[src/rtl/ipml_fifo_rd_stream_pkg.sv]
// Shared types and constants for the FIFO read-side stream engine.
package ipml_fifo_rd_stream_pkg;

   typedef enum logic [1:0] {
      StIdle   = 2'd0,
      StStream = 2'd1,
      StFlush  = 2'd2
   } rd_state_e;

   localparam int unsigned SKID_DEPTH = 4;

endpackage

[src/rtl/ipml_skid_buf4.sv]
// Four-entry register FIFO with first-word-fall-through head.
module ipml_skid_buf4
   import ipml_fifo_rd_stream_pkg::*;
#(
   parameter int unsigned DATA_WIDTH = 32
) (
   input  logic                  clk,
   input  logic                  rst_n,
   input  logic                  clr,
   input  logic                  push,
   input  logic [DATA_WIDTH-1:0] push_data,
   input  logic                  pop,
   output logic [DATA_WIDTH-1:0] head,
   output logic [2:0]            occ
);

   logic [DATA_WIDTH-1:0] mem_q [SKID_DEPTH];
   logic [1:0]            wptr_q;
   logic [1:0]            rptr_q;
   logic [2:0]            occ_q;

   always_ff @(posedge clk or negedge rst_n) begin
      if (!rst_n) begin
         for (int i = 0; i < SKID_DEPTH; i++) begin
            mem_q[i] <= '0;
         end
         wptr_q <= '0;
         rptr_q <= '0;
         occ_q  <= '0;
      end else if (clr) begin
         wptr_q <= '0;
         rptr_q <= '0;
         occ_q  <= '0;
      end else begin
         if (push) begin
            mem_q[wptr_q] <= push_data;
            wptr_q        <= wptr_q + 2'd1;
         end
         if (pop) begin
            rptr_q <= rptr_q + 2'd1;
         end
         case ({push, pop})
            2'b10:   occ_q <= occ_q + 3'd1;
            2'b01:   occ_q <= occ_q - 3'd1;
            default: occ_q <= occ_q;
         endcase
      end
   end

   assign head = mem_q[rptr_q];
   assign occ  = occ_q;

   // Upstream credit accounting must make these unreachable.
   a_no_overflow : assert property (@(posedge clk) disable iff (!rst_n)
      !(push && !clr && occ_q == 3'(SKID_DEPTH)));
   a_no_underflow : assert property (@(posedge clk) disable iff (!rst_n)
      !(pop && !clr && occ_q == 3'd0));

endmodule

[src/rtl/ipml_fifo_rd_stream.sv]
// Drains the FIFO read port into a valid/ready stream, hiding the FIFO read
// latency behind a credit-limited four-entry skid buffer.
module ipml_fifo_rd_stream
   import ipml_fifo_rd_stream_pkg::*;
#(
   parameter int unsigned DATA_WIDTH = 32,
   parameter int unsigned RD_LATENCY = 1,
   parameter int unsigned CNT_WIDTH  = 32
) (
   input  logic                  rd_clk,
   input  logic                  rd_rst_n,
   output logic                  fifo_rd_en,
   output logic                  fifo_rd_oce,
   input  logic                  fifo_rd_empty,
   input  logic [DATA_WIDTH-1:0] fifo_rd_data,
   input  logic                  flush,
   output logic                  m_valid,
   input  logic                  m_ready,
   output logic [DATA_WIDTH-1:0] m_data,
   output logic [2:0]            buf_level,
   output logic [CNT_WIDTH-1:0]  pop_cnt
);

   rd_state_e             state_q, state_d;
   logic [RD_LATENCY-1:0] infl_sr_q, infl_sr_d;
   logic [1:0]            flush_cnt_q, flush_cnt_d;
   logic                  run_q;
   logic [CNT_WIDTH-1:0]  pop_cnt_q;

   logic [2:0] occ;
   logic [2:0] infl;
   logic [2:0] credit_used;
   logic       arrive;
   logic       clr;
   logic       push;
   logic       xfer;

   assign infl        = 3'($countones(infl_sr_q));
   assign credit_used = occ + infl;
   assign arrive      = infl_sr_q[RD_LATENCY-1];
   assign clr         = flush || (state_q == StFlush);
   assign push        = arrive && !clr;
   assign m_valid     = (occ != 3'd0);
   assign xfer        = m_valid && m_ready;

   // Issue depends only on registered state, never on m_ready.
   assign fifo_rd_en  = run_q && !fifo_rd_empty && !clr && (credit_used < 3'(SKID_DEPTH));
   assign fifo_rd_oce = 1'b1;

   always_comb begin
      state_d     = state_q;
      flush_cnt_d = flush_cnt_q;
      infl_sr_d   = clr ? '0 : ((infl_sr_q << 1) | RD_LATENCY'(fifo_rd_en));
      case (state_q)
         StIdle: begin
            if (fifo_rd_en) begin
               state_d = StStream;
            end
         end
         StStream: begin
            if (occ == 3'd0 && infl == 3'd0 && !fifo_rd_en) begin
               state_d = StIdle;
            end
         end
         StFlush: begin
            // Stay long enough for every pre-flush pop to have landed.
            if (flush) begin
               flush_cnt_d = '0;
            end else if (flush_cnt_q == 2'(RD_LATENCY - 1)) begin
               state_d     = StIdle;
               flush_cnt_d = '0;
            end else begin
               flush_cnt_d = flush_cnt_q + 2'd1;
            end
         end
         default: state_d = StIdle;
      endcase
      if (flush) begin
         state_d     = StFlush;
         flush_cnt_d = '0;
      end
   end

   always_ff @(posedge rd_clk or negedge rd_rst_n) begin
      if (!rd_rst_n) begin
         state_q     <= StIdle;
         infl_sr_q   <= '0;
         flush_cnt_q <= '0;
         run_q       <= 1'b0;
         pop_cnt_q   <= '0;
      end else begin
         state_q     <= state_d;
         infl_sr_q   <= infl_sr_d;
         flush_cnt_q <= flush_cnt_d;
         run_q       <= 1'b1;
         if (xfer) begin
            pop_cnt_q <= pop_cnt_q + CNT_WIDTH'(1);
         end
      end
   end

   ipml_skid_buf4 #(
      .DATA_WIDTH (DATA_WIDTH)
   ) u_skid (
      .clk       (rd_clk),
      .rst_n     (rd_rst_n),
      .clr       (clr),
      .push      (push),
      .push_data (fifo_rd_data),
      .pop       (xfer),
      .head      (m_data),
      .occ       (occ)
   );

   assign buf_level = occ;
   assign pop_cnt   = pop_cnt_q;

endmodule
[config.mk]
export PLATFORM = sky130hd
export DESIGN_NAME = ipml_fifo_rd_stream
export DESIGN_NICKNAME = d
export VERILOG_FILES = /design/src/rtl/ipml_fifo_rd_stream_pkg.sv /design/src/rtl/ipml_skid_buf4.sv /design/src/rtl/ipml_fifo_rd_stream.sv
export SDC_FILE = /design/constraint.sdc
export NUM_CORES = 1
export LEC_CHECK = 0
export ABC_AREA = 1
export BUFFER_PORTS_ARGS = -buffer_cell sky130_fd_sc_hd__buf_2
export CAP_MARGIN = 10
export CORE_ASPECT_RATIO = 1.75
export CORE_MARGIN = 2
export CORE_UTILIZATION = 52
export CTS_CLUSTER_SIZE = 20
export DETAILED_ROUTE_END_ITERATION = 8
export PLACE_DENSITY_LB_ADDON = 0.1
export RECOVER_POWER = 50
export SLEW_MARGIN = 10
export SYNTH_ARGS = -nofsm -noshare
export SYNTH_HDL_FRONTEND = slang
export SYNTH_SLANG_ARGS = --single-unit
[constraint.sdc]
create_clock -name rd_clk -period 2 [get_ports rd_clk]
set_clock_uncertainty 0.05 [all_clocks]
set_input_delay 0.2 -clock rd_clk [delete_from_list [all_inputs] [get_ports rd_clk]]
set_output_delay 0.2 -clock rd_clk [all_outputs]
set_load 0.005 [all_outputs]
Word level (Yosys, flattened, before mapping)
Index checks and enable logic that the tools add are counted.

Register bits after elaboration: 173. Bits in latches: 0. Bits in writable memories: 0. Bits in read-only memories: 0. Input port bits: 37. Logic and storage cells: 77. Memories kept: 0.

$add $sub $neg: 7. Multipliers: 0. Div/mod/pow operators: 0. $lt $le $gt $ge: 4. Eq/ne operators: 7. Shifts and indexed selects: 0. Mux-type cells: 21. Bitwise logic cells: 3. Reductions and logical operators: 23.

Operators with widths (number): 128-bit bitwise mux (1); 32-bit 2-to-1 mux (3); 32-bit binary-select mux with 2-bit select (1); 32-bit demux with 2-bit select (1); 32-bit by 1-bit adder with 32-bit output (second input constant) (1); 2-bit 2-to-1 mux (11); 1-bit logical AND (8); 2-bit by 1-bit adder with 2-bit output (second input constant) (3); 3-bit >= comparator (second input constant) (2); 3-bit logical NOT (2); 3-bit != test (second input constant) (2); 2-bit NOT with 3-bit output (2); 2-bit case mux with 3 select lines (1); 3-bit case mux with 2 select lines (1); 2-bit nonzero test (3); 3-bit nonzero test (2); 2-bit by 1-bit == test with 1-bit output (second input constant) (2); 2-bit == test (second input constant) (2); 2-bit logical NOT (2); 3-bit by 1-bit adder with 3-bit output (1); 3-bit by 1-bit adder with 3-bit output (second input constant) (1); 1-bit logical NOT (3); 3-bit by 1-bit less-than comparator with 1-bit output (second input constant) (1); 3-bit less-than comparator (second input constant) (1); other kinds (8) (8).

Longest topological paths before layout
Gate-level depths: netlist of the first run.

Word-level depth: 10. Mapped depth: 12. Mapped depth without buffers: 12.

Modules after synthesis
From an unflattened synthesis of the first run, not the netlist that was laid out.

Cell total of the unflattened synthesis: 992. Area, all modules: 8515.7 um2.

Modules (own cells, without submodules): ipml_skid_buf4 (times used 1, cells each 676, area an instance 6206.0 um2, sequential area each 3378.2 um2); ipml_fifo_rd_stream (times used 1, cells each 316, area an instance 2309.7 um2, sequential area each 950.9 um2).

Least setup slack after synthesis of the first run
No wires, ideal clock.

Path kind: reg-to-reg. Start: reg u_skid.occ_q[0], in the netlist u_skid.occ[0]. End: reg u_skid.occ_q[2], in the netlist u_skid.occ[2]. Library setup time: 0.116 ns. Data arrival time: 1.820 ns. Slack: 0.014 ns. Stages on the path, launching flop included: 13. Path buffers: 1. Clock period less this slack: 1.986 ns. Cells stage by stage: dfrtp_1 > nor2_4 > nand2_4 > nand2_4 > buf_6 > nor2_1 > fa_1 > xnor2_1 > inv_1 > nand2_1 > nand2_1 > nand2_1 > nand2_1.

Word-level cells in the longest chain between the ends: 5.

RTL lines: start: declaration (RTL line ipml_skid_buf4.sv:20) `logic [2:0] occ_q;`; start signal: assignment (RTL line ipml_skid_buf4.sv:43) `2'b10: occ_q <= occ_q + 3'd1;`; start signal: assignment (RTL line ipml_skid_buf4.sv:44) `2'b01: occ_q <= occ_q - 3'd1;`; start signal: assignment (RTL line ipml_skid_buf4.sv:45) `default: occ_q <= occ_q;`; 3-bit nonzero test (*) (RTL line ipml_fifo_rd_stream.sv:43) `assign m_valid = (occ != 3'd0);`; via m_valid (RTL line ipml_fifo_rd_stream.sv:17) `output logic m_valid,`; 1-bit logical AND (*) (RTL line ipml_fifo_rd_stream.sv:44) `assign xfer = m_valid && m_ready;`; 2-bit by 1-bit == test with 1-bit output or 2-bit == test (tied branches) (RTL line ipml_skid_buf4.sv:42) `case ({push, pop})`; 3-bit case mux with 2 select lines (RTL line ipml_skid_buf4.sv:42); 3-bit 2-to-1 mux (RTL line ipml_skid_buf4.sv:30) `end else if (clr) begin`.

The timed path passes the listed nets; every way through them passes the cells marked *. A chain may end at the register's enable or synchronous reset.

Final worst setup path of the first run
Start: reg u_skid.rptr_q[1]. End: out m_data[2].

Word-level cells in the longest chain between the ends: 4.

RTL lines: start: declaration (RTL line ipml_skid_buf4.sv:19) `logic [1:0] rptr_q;`; start signal: assignment (RTL line ipml_skid_buf4.sv:40) `rptr_q <= rptr_q + 2'd1;`; 2-bit NOT with 3-bit output (implied by the code) (RTL line ipml_skid_buf4.sv:50) `assign head = mem_q[rptr_q];`; 32-bit binary-select mux with 2-bit select (RTL line ipml_skid_buf4.sv:50); 32-bit 2-to-1 mux (implied by the code) (2 in a row) (RTL line ipml_skid_buf4.sv:50); end: declaration (RTL line ipml_fifo_rd_stream.sv:19) `output logic [DATA_WIDTH-1:0] m_data,`.

Every way passes these cells. The select of a mux whose other input is x is not followed.

==> results.md, run 1 <==
- The flow ran to the end, and the final reports show no timing, DRC or antenna violations.
- The first-iteration detailed-routing DRC count is 455.
- The pin count of the biggest net entering global routing is 65.
- Buffers placed on the I/O ports in this run total 105.
- At the end of the flow, the number of nets in the layout was 1144.
- The internal portion of total power is 6.046 mW.
- The routed layout has 6818 vias.
- Of all nets on the critical path, the largest fanout is 32.
- The capturing element type of the critical path is a primary output.
- The average instance in the mapped netlist occupies 8.265 um2.
- The share of total power in sequential cells is 0.470.
- The total routed wirelength is 19750 um.
- The worst register-to-register path begins at state_q[1].
- After detailed routing, the number of remaining DRC violations is 0.
- The leakage power is 4.934 nW.
- The time the final worst path needs with I/O delays and setup is 1.975 ns.
- The total area inside the core boundary comes to 15390 um2.
- The kind of critical path is register to primary output.
- The sequential share of the synthesized area is 0.5270.
- The count of endpoints failing setup in the final report is 0.
- Of the total power, the share spent switching nets is 0.2351.
- The share of total power dissipated in the clock network is 0.454.
- The die is 99.02 um wide.
- The combined flip-flop and latch cell area is 4330 um2.
- The first-pass iteration count of the detailed router is 5.
- After detailed routing, the average wire length per cell comes to 15.22 um.
- 107 I/O pins were placed.
- The area added between synthesis and finish is 18.03%.
- The sum of internal, switching and leakage power is 7.905 mW.
- The via count of the first global-routing pass is 6895.
- The number of setup buffers added after CTS is 0.
- The placed instance count is 1264.
- The startpoint of the most critical hold path is fifo_rd_data[28].
- The count of nets left with antenna violations once routing finished came out at 0.
- The count of placed standard cells in the final layout, fillers left out is 1297.
- The max-cap violation count is 0.
- The first global-routing pass estimated 32930 um of wire.
- Dividing total power by cell area gives a power density of 815.2 nW/um2.
- The total net switching power is 1.859 mW.
- Final hold analysis gives a worst-case slack of 0.02091 ns.
- The arrival time reported for the critical path endpoint is 1.73 ns.
- Among all stages on the critical path, the largest delay is contributed by dfrtp_1.
- The worst slew margin relative to its limit is 0.1884.
- At the worst endpoint, the required time is 1.75 ns.
- The register-to-register path setup slack is 0.14 ns.
- The clock net sink count is 173.
- After clock tree synthesis, the clock-pin slew on the worst setup and hold paths is 0.07 ns.
- The worst hold path passes through 3 cells.
- The achievable frequency is 506.2 MHz.
- Summed over all layers, the global routing overflow is 0.
- The number of different library cells used by synthesis comes to 34.
- The post-synthesis cell count is 994.
- Fill cells in the final layout number 1389.
- The final number of max-transition violations is 0.
- The starting density of the core is 0.5338.
- The HPWL after detailed placement is 13300 um.
- The multi-input combinational cell area is 3334 um2.
- The slew at the pin closest to its max-slew limit is 1.217 ns.
- The worst setup path is launched from a register.
- The clock passes through at most 2 buffers.
- The cell area after synthesis is 8215 um2.
- The overall routing resource usage is 0.2455.
- Of the cells placed in the final design, the portion with a size suffix greater than 1 is 0.1701.
- The insertion delay to the later sink of the worst-skew pair is 0.42 ns.
- Counting cells, the worst reg-to-reg path comes to 11.
- Dividing the final minimum period by the clock period gives 0.9877.
- The H-tree was split into 4 levels.
- In this run the worst hold path is classified as input pin to register.
- On the worst path, the slowest cell contributes a delay of 0.40 ns.
- Walking the worst path, the cells encountered are inv_1 -> buf_12 -> o21ai_0 -> o22ai_1 -> buf_2.
- The area of the die is 16860 um2.
- The end of the critical path is m_data[2].
- The via-per-instance ratio is 5.257.
- Setup repair after global routing could not meet its margin everywhere.
- The Yosys step of the flow raised 0 warnings.
- The critical path starts at u_skid.rptr_q[1].
- The number of register bits inferred by synthesis is 173.
- The height of the chip is 170.3 um.
- The share of total power dissipated in combinational logic is 0.076.
- CTS placed an instance of clkbuf_16 at the clock tree root.
- The number of antenna diodes in the final layout is 0.
- The placement row count is 60.
- The total count of hold-check failures in the final report is 0.
- The clock tree from TritonCTS is yes.
- The initial antenna violation count is 0.
- The congestion estimate from routability-driven global placement came to 0.8901.
- VDD sags by at most 0.6829 mV.
- The worst register-to-register path ends at u_skid.occ[2].
- In this run, CTS created clock tree buffers numbering 17.
-- worst max-delay path, delay by kind of cell (launching register included) --
kind / cells / cell delay [ns]
buffers and inverters: 3 / 0.52
flip-flops: 1 / 0.40
AO/OA/AOI/OAI: 2 / 0.37
-- per-layer routing --
layer	vias to the layer above	share of wire	GRT usage
met5	-	0	0
met4	0	0.035	0.1078
met3	40	0.035	0.03943
met2	152	0.52	0.4348
met1	3220	0.41	0.2914
li1	3406	-	-
-- state kept, by name (all words and copies together), names as in the netlist --
register / cells
u_skid.rptr_q: 2
arrive: 1
u_skid.mem_q: 128
run_q: 1
flush_cnt_q: 2
u_skid.occ: 3
state_q: 2
pop_cnt: 32
u_skid.wptr_q: 2
-- cell families (layout without fill, tap and decap cells) --
family | after synthesis | count (layout) | share of synthesized area
AO/OA/AOI/OAI | 242 | 242 | 0.1547
XOR/XNOR | 18 | 18 | 0.01919
adder cells (fa/ha/maj) | 8 | 8 | 0.01310
buffers and inverters | 129 | 245 | 0.06564
flip-flops | 173 | 173 | 0.5270
other | 1 | 2 | 0.0004565
AND/OR/NAND/NOR | 423 | 423 | 0.2199
-- layout by cell type (no fill, tap or decap), types with 7 or more instances in the layout --
cell,count
buf_12,9
o21ai_1,38
o21ai_0,166
inv_1,79
nand2_4,7
dfrtp_1,172
xor2_1,10
nand2_1,257
clkbuf_16,17
buf_2,97
nor2_2,7
xnor2_1,8
buf_4,10
nor2_1,113
clkbuf_1,7
o22ai_1,32
nand3_1,14
ha_1,7
-- synthesized netlist by cell type --
master	n	share of area
nand2_1	256	0.12
dfrtp_1	173	0.53
o21ai_0	166	0.10
nor2_1	113	0.052
inv_1	80	0.037
o21ai_1	38	0.023
o22ai_1	32	0.024
buf_2	29	0.018
clkbuf_1	15	0.0069
nand3_1	14	0.0085
xor2_1	10	0.011
xnor2_1	8	0.0085
ha_1	7	0.011
nand2_4	7	0.0096
nand2_2	6	0.0046
nor2_2	6	0.0046
nor2_4	5	0.0069
nand3_2	4	0.0049
nand3b_1	3	0.0027
nand4_1	3	0.0023
nor3_2	3	0.0037
a21oi_1	2	0.0012
buf_6	2	0.0027
nor3_1	2	0.0012
a21oi_2	1	0.0011
a21oi_4	1	0.0020
buf_4	1	0.00091
clkinv_1	1	0.00046
conb_1	1	0.00046
fa_1	1	0.0024
inv_2	1	0.00046
nor2_8	1	0.0024
o211ai_1	1	0.00091
o21bai_1	1	0.00091
-- per-stage QoR --
step / setup slack [ns] / TNS [ns] / instance area, um2 / utilization
6_report: 0.02455 / 0 / 9697 / 0.6301
3_3_place_gp: 0.2017 / 0 / 9066 / 0.5891
4_1_cts: 0.04547 / 0 / 9733 / 0.6324
2_1_floorplan: 0.01405 / 0 / 8219 / -
5_1_grt: -0.03956 / -0.06863 / 9697 / 0.6301
3_5_place_dp: 0.1638 / 0 / 9066 / 0.5891
-- worst min path at each step --
stage | to | slack, ns
final | u_skid.mem_q[60] | 0.02
after global routing | state_q[0] | 0.03
after CTS | state_q[1] | 0.01
after detailed placement | u_skid.mem_q[7] | 0.12
after global placement | pop_cnt[26] | 0.12
after floorplan | arrive | -0.15
-- power groups by stage --
| stage | logic (mW) | registers, mW | clock network [mW] |
|---|---|---|---|
| finish | 0.604 | 3.71 | 3.59 |
| global route | 0.693 | 3.73 | 3.80 |
| CTS | 0.626 | 3.71 | 3.65 |
| detailed placement | 0.618 | 3.78 | 0 |
| global placement | 0.610 | 3.77 | 0 |
| floorplan | 0.297 | 3.76 | 0 |
-- what timing repair did --
action / 4_1_cts / 5_1_grt
setup endpoints to repair: 5 / 4
resized for setup: 2 / 3
hold buffers: 2 / 0
pin swaps: 0 / 0
hold endpoints to repair: 42 / 0
-- cell type report --
type	count	share of cell area
Tap cell	186	0.02400
Sequential cell	173	0.4466
Multi-Input combinational cell	693	0.3439
Clock inverter	13	0.02065
Timing Repair Buffer	132	0.08787
Inverter	82	0.03174
Clock buffer	18	0.04529
(Power assumes the default switching activity.)
==> inputs of run 2 (changes only) <==
--- a/config.mk
+++ b/config.mk
@@ -8,14 +8,13 @@
 export ABC_AREA = 1
 export BUFFER_PORTS_ARGS = -buffer_cell sky130_fd_sc_hd__buf_2
 export CAP_MARGIN = 10
-export CORE_ASPECT_RATIO = 1.75
 export CORE_MARGIN = 2
 export CORE_UTILIZATION = 52
 export CTS_CLUSTER_SIZE = 20
 export DETAILED_ROUTE_END_ITERATION = 8
 export PLACE_DENSITY_LB_ADDON = 0.1
 export RECOVER_POWER = 50
-export SLEW_MARGIN = 10
+export SLEW_MARGIN = 20
 export SYNTH_ARGS = -nofsm -noshare
 export SYNTH_HDL_FRONTEND = slang
 export SYNTH_SLANG_ARGS = --single-unit
==> results.md, run 2 (synthesis gave the netlist of run 1 again) <==
- The combined flip-flop and latch cell area is 4330 um2 (unchanged).
- The final estimated routing congestion in global placement was 0.8684 (-2.4%).
- Setup repair after global routing could not meet its margin everywhere.
- The worst setup path is captured at a primary output.
- The first-pass iteration count of the detailed router is 5 (unchanged).
- The portion of the clock cycle consumed by the worst path in the final layout is 0.9550 (-0.03276).
- The via count of the first global-routing pass came to 6328 (-8.2%).
- The wire length of the first global-routing pass came to 31190 um (-5.3%).
- The global-route congestion overflow total is 0 (unchanged).
- The register with the most flip-flops in the final layout is u_skid.mem_q.
- The total net switching power was 1.870 mW (+0.59%).
- The pin count of the biggest net entering global routing came to 66 (+1.5%).
- The power density normalized to cell area was 795.2 nW/um2 (-2.5%).
- The final number of max-transition violations is 0 (unchanged).
- The core area is 15310 um2 (-0.49%).
- The end of the critical path is m_data[31].
- STA classifies the critical path startpoint as a register.
- The placed instance count was 1285 (+1.7%).
- The worst register-to-register path ends at u_skid.occ[2].
- The number of inserted filler cells in the final layout was 1359 (-2.2%).
- The multi-input combinational cell area is 3353 um2 (+0.56%).
- The internal portion of total power is 5.827 mW (-3.6%).
- The time the final worst path needs with I/O delays and setup is 1.910 ns (-0.06552 ns).
- In this run the clock root is driven by a clkbuf_16.
- The number of buffers added by the clock tree synthesis step is 17 (unchanged).
- The total count of hold-check failures in the final report is 0 (unchanged).
- The register-to-register path setup slack is 0.16 ns (+0.02 ns).
- The post-layout net count is 1141 (-0.26%).
- The per-cell routed wire length is 14.46 um (-5.0%).
- The first-iteration detailed-routing DRC count came to 528 (+16%).
- The clock transition time at the flip-flop clock pins of the worst setup and hold paths is 0.06 ns (about the same).
- The total routed wirelength was 19090 um (-3.3%).
- The count of placed standard cells in the final layout, fillers left out came to 1320 (+1.8%).
- The leakage power was 4.881 nW (-1.1%).
- The clock share of power is 0.441 (-0.013).
- The placement row count is 45 (-25%).
- The area of the die is 16820 um2 (-0.23%).
- The switching part of the total power is 0.2429 (+0.007766).
- The area added between synthesis and finish is 17.82%.
- The total number of vias came to 6842 (+0.35%).
- The arrival time reported for the critical path endpoint came to 1.66 ns (-0.07 ns).
- The post-detailed-route DRC marker count is 0 (unchanged).
- The slew at the pin closest to its max-slew limit is 0.8116 ns (-0.4058 ns).
- The HPWL after detailed placement is 12290 um (-7.6%).
- The start point of the critical path is u_skid.rptr_q[0].
- In the layout the commonest cells are 256 x nand2_1, 172 x dfrtp_1, 166 x o21ai_0, 112 x nor2_1, 87 x buf_2.
- The number of port buffers is 105 (unchanged).
- The achievable frequency is 523.6 MHz (+3.4%).
- The final antenna-violating net count is 0 (unchanged).
- The number of setup buffers added after CTS is 0 (unchanged).
- The final sum of negative setup slack came to 0 ns (unchanged).
- The number of flip-flops under the largest register name is 128 (unchanged).
- The die outline width is 129.7 um (+31%).
- The overall routing resource usage came to 0.2341 (-0.01139).
- The path class of the lowest-slack min-delay path is input pin to register.
- The count of endpoints failing setup in the final report is 0 (unchanged).
- The insertion delay to the later sink of the worst-skew pair was 0.43 ns (about the same).
- The most frequent standard cell in the layout excluding fill and tap cells is nand2_1.
- The number of buffers between clock root and the deepest sink came to 2 (unchanged).
- The height of the chip is 129.7 um (-24%).
- The deepest level of the CTS H-tree is 4 (unchanged).
- The clock tree from TritonCTS is yes.
- The cell count of the worst reg-to-reg path is 11 (unchanged).
- The initial antenna violation count came to 0 (unchanged).
- The data required time at the worst endpoint is 1.75 ns (about the same).
- The max-cap violation count is 0 (unchanged).
- The worst slew margin relative to its limit came to 0.4590 (+0.2706).
- The combinational cell fraction of total power came to 0.077 (about the same).
- The startpoint of the worst-slack reg-to-reg timing path is u_skid.occ[2].
- The starting density of the core is 0.5364 (+0.002617).
- The share of total power in sequential cells is 0.482 (+0.012).
- The maximum vdd drop is 0.6390 mV (-6.4%).
- The critical path is of the register to primary output type.
- The via-per-instance ratio is 5.183 (-1.4%).
- The I/O pin count is 107 (unchanged).
- The run finished with clean final reports.
- The fraction of final layout cells sized beyond drive strength 1 is 0.1614 (-0.008710).
- The clock net sink count is 173 (unchanged).
- The critical-path maximum fanout is 32 (unchanged).
- The number of antenna repair diodes came to 0 (unchanged).
[run 2: metrics by stage]
step           total power, mW  setup WS, ns  instance area, um2  hold WS [ns]  utilization
6_report                 7.697       0.09008                9679       0.01152       0.6320
4_1_cts                  7.774       0.04990                9706      0.002409       0.6337
2_1_floorplan            4.058       0.01405                8219       -0.1456            -
5_1_grt                  8.034     -0.008632                9679       0.02576       0.6320
3_3_place_gp             4.376        0.2041                9080       0.06638       0.5929
3_5_place_dp             4.385        0.1665                9080       0.06573       0.5929
[run 2: how the worst min path moves through the flow]
stage / start / endpoint / slack [ns] / cells past startpoint
after detailed placement: rd_rst_n / state_q[1] / 0.07 / 1
after CTS: fifo_rd_empty / arrive / 0.002 / 3
after global routing: fifo_rd_data[8] / u_skid.mem_q[8] / 0.03 / 3
final: fifo_rd_data[29] / u_skid.mem_q[61] / 0.01 / 3
after floorplan: rd_rst_n / arrive / -0.15 / 0
after global placement: rd_rst_n / state_q[0] / 0.07 / 1
[run 2: layout make-up]
| class | instances | area share |
|---|---|---|
| Sequential cell | 173 | 0.4474 |
| Multi-Input combinational cell | 693 | 0.3464 |
| Timing Repair Buffer | 129 | 0.08454 |
| Clock buffer | 20 | 0.04718 |
| Inverter | 82 | 0.03180 |
| Tap cell | 211 | 0.02728 |
| Clock inverter | 12 | 0.01538 |
[run 2: worst max-delay path, cell delays in order (launching register included)]
cell and delay [ns]:
dfrtp_2 0.43, inv_2 0.13, buf_12 0.21, nor2_1 0.06, o22ai_1 0.23, buf_2 0.16
[run 2: what timing repair did]
action                     4_1_cts  5_1_grt
hold endpoints to repair       128        0
setup endpoints to repair        0        7
hold buffers                     2        0
gates resized for setup          0        2
[run 2: power by group through the flow]
stage | Sequential, mW | Clock, mW | Combinational, mW
final | 3.71 | 3.40 | 0.591
after detailed placement | 3.77 | 0 | 0.612
after global routing | 3.73 | 3.62 | 0.687
after global placement | 3.77 | 0 | 0.606
after CTS | 3.71 | 3.45 | 0.618
after floorplan | 3.76 | 0 | 0.297
[run 2: per-layer routing]
layer | global-route usage | part of all wire | vias up
li1 | - | - | 3403
met1 | 0.3235 | 0.47 | 3228
met2 | 0.3837 | 0.47 | 193
met3 | 0.04592 | 0.048 | 18
met4 | 0.05946 | 0.0093 | 0
met5 | 0 | 0 | -
==> inputs of run 3 (changes only) <==
--- a/config.mk
+++ b/config.mk
@@ -9,7 +9,7 @@
 export BUFFER_PORTS_ARGS = -buffer_cell sky130_fd_sc_hd__buf_2
 export CAP_MARGIN = 10
 export CORE_MARGIN = 2
-export CORE_UTILIZATION = 52
+export CORE_UTILIZATION = 55
 export CTS_CLUSTER_SIZE = 20
 export DETAILED_ROUTE_END_ITERATION = 8
 export PLACE_DENSITY_LB_ADDON = 0.1
==> constraint.sdc (replaced) <==
create_clock -name rd_clk -period 1.9 [get_ports rd_clk]
set_clock_uncertainty 0.05 [all_clocks]
set_input_delay 0.19 -clock rd_clk [delete_from_list [all_inputs] [get_ports rd_clk]]
set_output_delay 0.19 -clock rd_clk [all_outputs]
set_load 0.005 [all_outputs]
==> results.md, run 3 (synthesis gave the netlist of run 1 again) <==
- The slew at the pin closest to its max-slew limit is 1.262 ns (+0.4506 ns).
- The post-layout net count came to 1159 (+1.6%).
- The post-detailed-route DRC marker count came to 0 (unchanged).
- The nature of the critical path startpoint is a register.
- The cell count of the worst reg-to-reg path is 11 (unchanged).
- The worst path buffer plus inverter count came to 3 (unchanged).
- The number of flip-flops under the largest register name came to 128 (unchanged).
- The register-to-register path setup slack is 0.12 ns (-0.04 ns).
- The startpoint of the worst-slack reg-to-reg timing path is u_skid.occ[2].
- The post-layout worst setup margin is -0.01312 ns (-0.1032 ns).
- The first-iteration detailed-routing DRC count is 618 (+17%).
- The final sum of negative setup slack was -0.02821 ns (-0.02821 ns).
- The total number of vias is 7059 (+3.2%).
- The deepest level of the CTS H-tree is 4 (unchanged).
- The I/O pin count is 107 (unchanged).
- The clock transition time at the flip-flop clock pins of the worst setup and hold paths was 0.06 ns (about the same).
- The insertion delay to the later sink of the worst-skew pair is 0.42 ns (about the same).
- The startpoint of the most critical hold path is fifo_rd_data[31].
- The switching part of the total power is 0.2355 (-0.007394).
- The data required time at the worst endpoint was 1.66 ns (-0.09 ns).
- The total routed wirelength is 21170 um (+11%).
- The number of inserted filler cells in the final layout was 1216 (-11%).
- The largest stage delay on the critical path is 0.50 ns (+0.07 ns).
- The core area is 14590 um2 (-4.7%).
- The final estimated routing congestion in global placement is 0.8522 (-1.9%).
- The combined flip-flop and latch cell area is 4333 um2 (about the same).
- The worst slew margin relative to its limit is 0.1586 (-0.3004).
- The initial antenna violation count was 0 (unchanged).
- The placed cell area is 9039 um2 (-0.45%).
- The path class of the lowest-slack min-delay path is input pin to register.
- The start point of the critical path is u_skid.rptr_q[0].
- Setup repair after global routing could not meet its margin everywhere.
- The endpoint with the worst hold slack is u_skid.mem_q[31].
- The pin count of the biggest net entering global routing is 65 (-1.5%).
- The wire length of the first global-routing pass came to 32660 um (+4.7%).
- The power density normalized to cell area is 835.7 nW/um2 (+5.1%).
- The clock share of power was 0.459 (+0.018).
- The clock net sink count was 173 (unchanged).
- The fraction of final layout cells sized beyond drive strength 1 is 0.2023 (+0.04090).
- The portion of the clock cycle consumed by the worst path in the final layout is 1.007.
- The destination of the worst register-to-register timing path is u_skid.occ[2].
- The number of port buffers is 105 (unchanged).
- The combinational cell fraction of total power came to 0.079 (+0.002).
- The final number of max-transition violations is 0 (unchanged).
- The final antenna-violating net count is 0 (unchanged).
- By startpoint and endpoint, the worst setup path is classified as register to primary output.
- In the layout the commonest cells are 257 x nand2_1, 170 x dfrtp_1, 129 x o21ai_0, 103 x nor2_1, 100 x buf_2.
- The overall routing resource usage was 0.2537 (+0.01962).
- The finished layout cell area is 10120 um2 (+4.6%).
- The hold-critical path depth is 3 (unchanged).
- The critical-path maximum fanout was 7 (-78%).
- The share of total power in sequential cells is 0.463 (-0.019).
- The most frequent standard cell in the layout excluding fill and tap cells is nand2_1.
- The per-cell routed wire length is 16.15 um (+12%).
- The placed instance count is 1258 (-2.1%).
- The worst hold-check slack is 0.01570 ns (+0.004179 ns).
- The post-place setup slack is 0.1180 ns (-0.04848 ns).
- The global-route congestion overflow total is 0 (unchanged).
- The HPWL after detailed placement is 11970 um (-2.6%).
- The placement row count was 44 (-2.2%).
- The area growth from synthesis to layout is 23.21%.
- The number of buffers between clock root and the deepest sink is 2 (unchanged).
- The area of the die is 15930 um2 (-5.3%).
- The multi-input combinational cell area was 3437 um2 (+2.5%).
- The critical path goes through inv_8 -> buf_12 -> nor2_1 -> o22ai_1 -> buf_2.
- The final reports fail on setup timing.
- Broken down by cell family, the worst path's largest delay share belongs to flip-flops.
- The worst-path cell with the longest stage delay is dfrtp_2.
- The total count of hold-check failures in the final report was 0 (unchanged).
- The via-per-instance ratio is 5.384 (+3.9%).
- The maximum vdd drop came to 0.7407 mV (+16%).
- The root buffer cell is clkbuf_16.
- The number of antenna repair diodes came to 0 (unchanged).
- The count of endpoints failing setup in the final report is 4 (+4).
- STA classifies the critical path endpoint as a primary output.
- The max-cap violation count is 0 (unchanged).
- The total net switching power is 1.992 mW (+6.5%).
- The count of placed standard cells in the final layout, fillers left out came to 1311 (-0.68%).
- The first-pass iteration count of the detailed router is 5 (unchanged).
- The starting density of the core came to 0.5631 (+0.02668).
- The via count of the first global-routing pass came to 6643 (+5.0%).
- The arrival time reported for the critical path endpoint is 1.67 ns (about the same).
- The number of cells on the critical path is 5 (unchanged).
- The time the final worst path needs with I/O delays and setup is 1.913 ns.
- The height of the chip is 126.2 um (-2.7%).
- The internal portion of total power is 6.467 mW (+11%).
- The number of buffers added by the clock tree synthesis step is 17 (unchanged).
- The run finished, with violations left.
- For this run, the top clock speed supported by timing is 522.7 MHz.
- Ranked by flip-flop count, first place goes to u_skid.mem_q.
- The clock tree from TritonCTS is yes.
- The leakage power came to 5.143 nW (+5.4%).
- The die outline width is 126.2 um (-2.7%).
[run 3: changes by cell type in the layout (fill, tap and decap cells not counted), moves of 6 or more]
cell,previous run,this run
o21ai_0,166,129
o21ai_1,38,72
nor2_1,112,103
nor2_2,7,15
buf_2,87,100
clkbuf_1,18,4
o22ai_2,0,6
o22ai_1,32,26
[run 3: worst register-to-register path: stages, from the launching register on]
cell and delay, ns:
dfrtp_2 0.47, nor2_4 0.17, nand2_4 0.07, nand2_4 0.06
nor2_1 0.06, fa_2 0.35, xnor2_2 0.15, inv_1 0.06
nand2_1 0.07, nand2_1 0.05, nand2_1 0.06, nand2_1 0.04
[run 3: worst max-delay path by stage]
stage,end,slack [ns]
4_1_cts,m_data[11],-0.05
5_1_grt,m_data[19],-0.12
6_report,m_data[19],-0.01
2_1_floorplan,u_skid.occ[2],0.02
3_5_place_dp,u_skid.occ[2],0.12
3_3_place_gp,u_skid.occ[2],0.17
[run 3: layout make-up]
class                   count  share of cell area
clock buffers              20             0.04611
clock inverters            12             0.01953
inverters                  82             0.03115
multi-input cells         693              0.3396
flip-flops and latches    173              0.4281
well taps                 184             0.02274
repair buffers            147              0.1129
[run 3: stage by stage]
stage | power, mW | util
floorplan | 4.272 | -
global placement | 4.604 | 0.6196
detailed placement | 4.613 | 0.6196
CTS | 8.491 | 0.6723
global route | 8.793 | 0.6938
finish | 8.459 | 0.6938
[run 3: routing by layer]
layer / track usage / share of wire / vias to the layer above
li1: - / - / 3463
met5: 0 / 0 / -
met3: 0.04970 / 0.052 / 28
met4: 0.05495 / 0.016 / 0
met2: 0.4187 / 0.48 / 211
met1: 0.3524 / 0.45 / 3357
[run 3: timing repair]
item | in CTS | in global routing
gates resized for setup | 2 | 68
buffers inserted | 0 | 3
pin swaps | 0 | 11
endpoints found under the setup margin | 13 | 33
endpoints found under the hold margin | 56 | 0
gates cloned | 1 | 10
hold buffers | 7 | 0
[run 3: power by group through the flow]
stage	combinational, mW	clock (mW)	sequential [mW]
2_1_floorplan	0.313	0	3.96
3_3_place_gp	0.636	0	3.97
3_5_place_dp	0.642	0	3.97
4_1_cts	0.660	3.93	3.90
5_1_grt	0.765	4.10	3.93
6_report	0.665	3.88	3.91
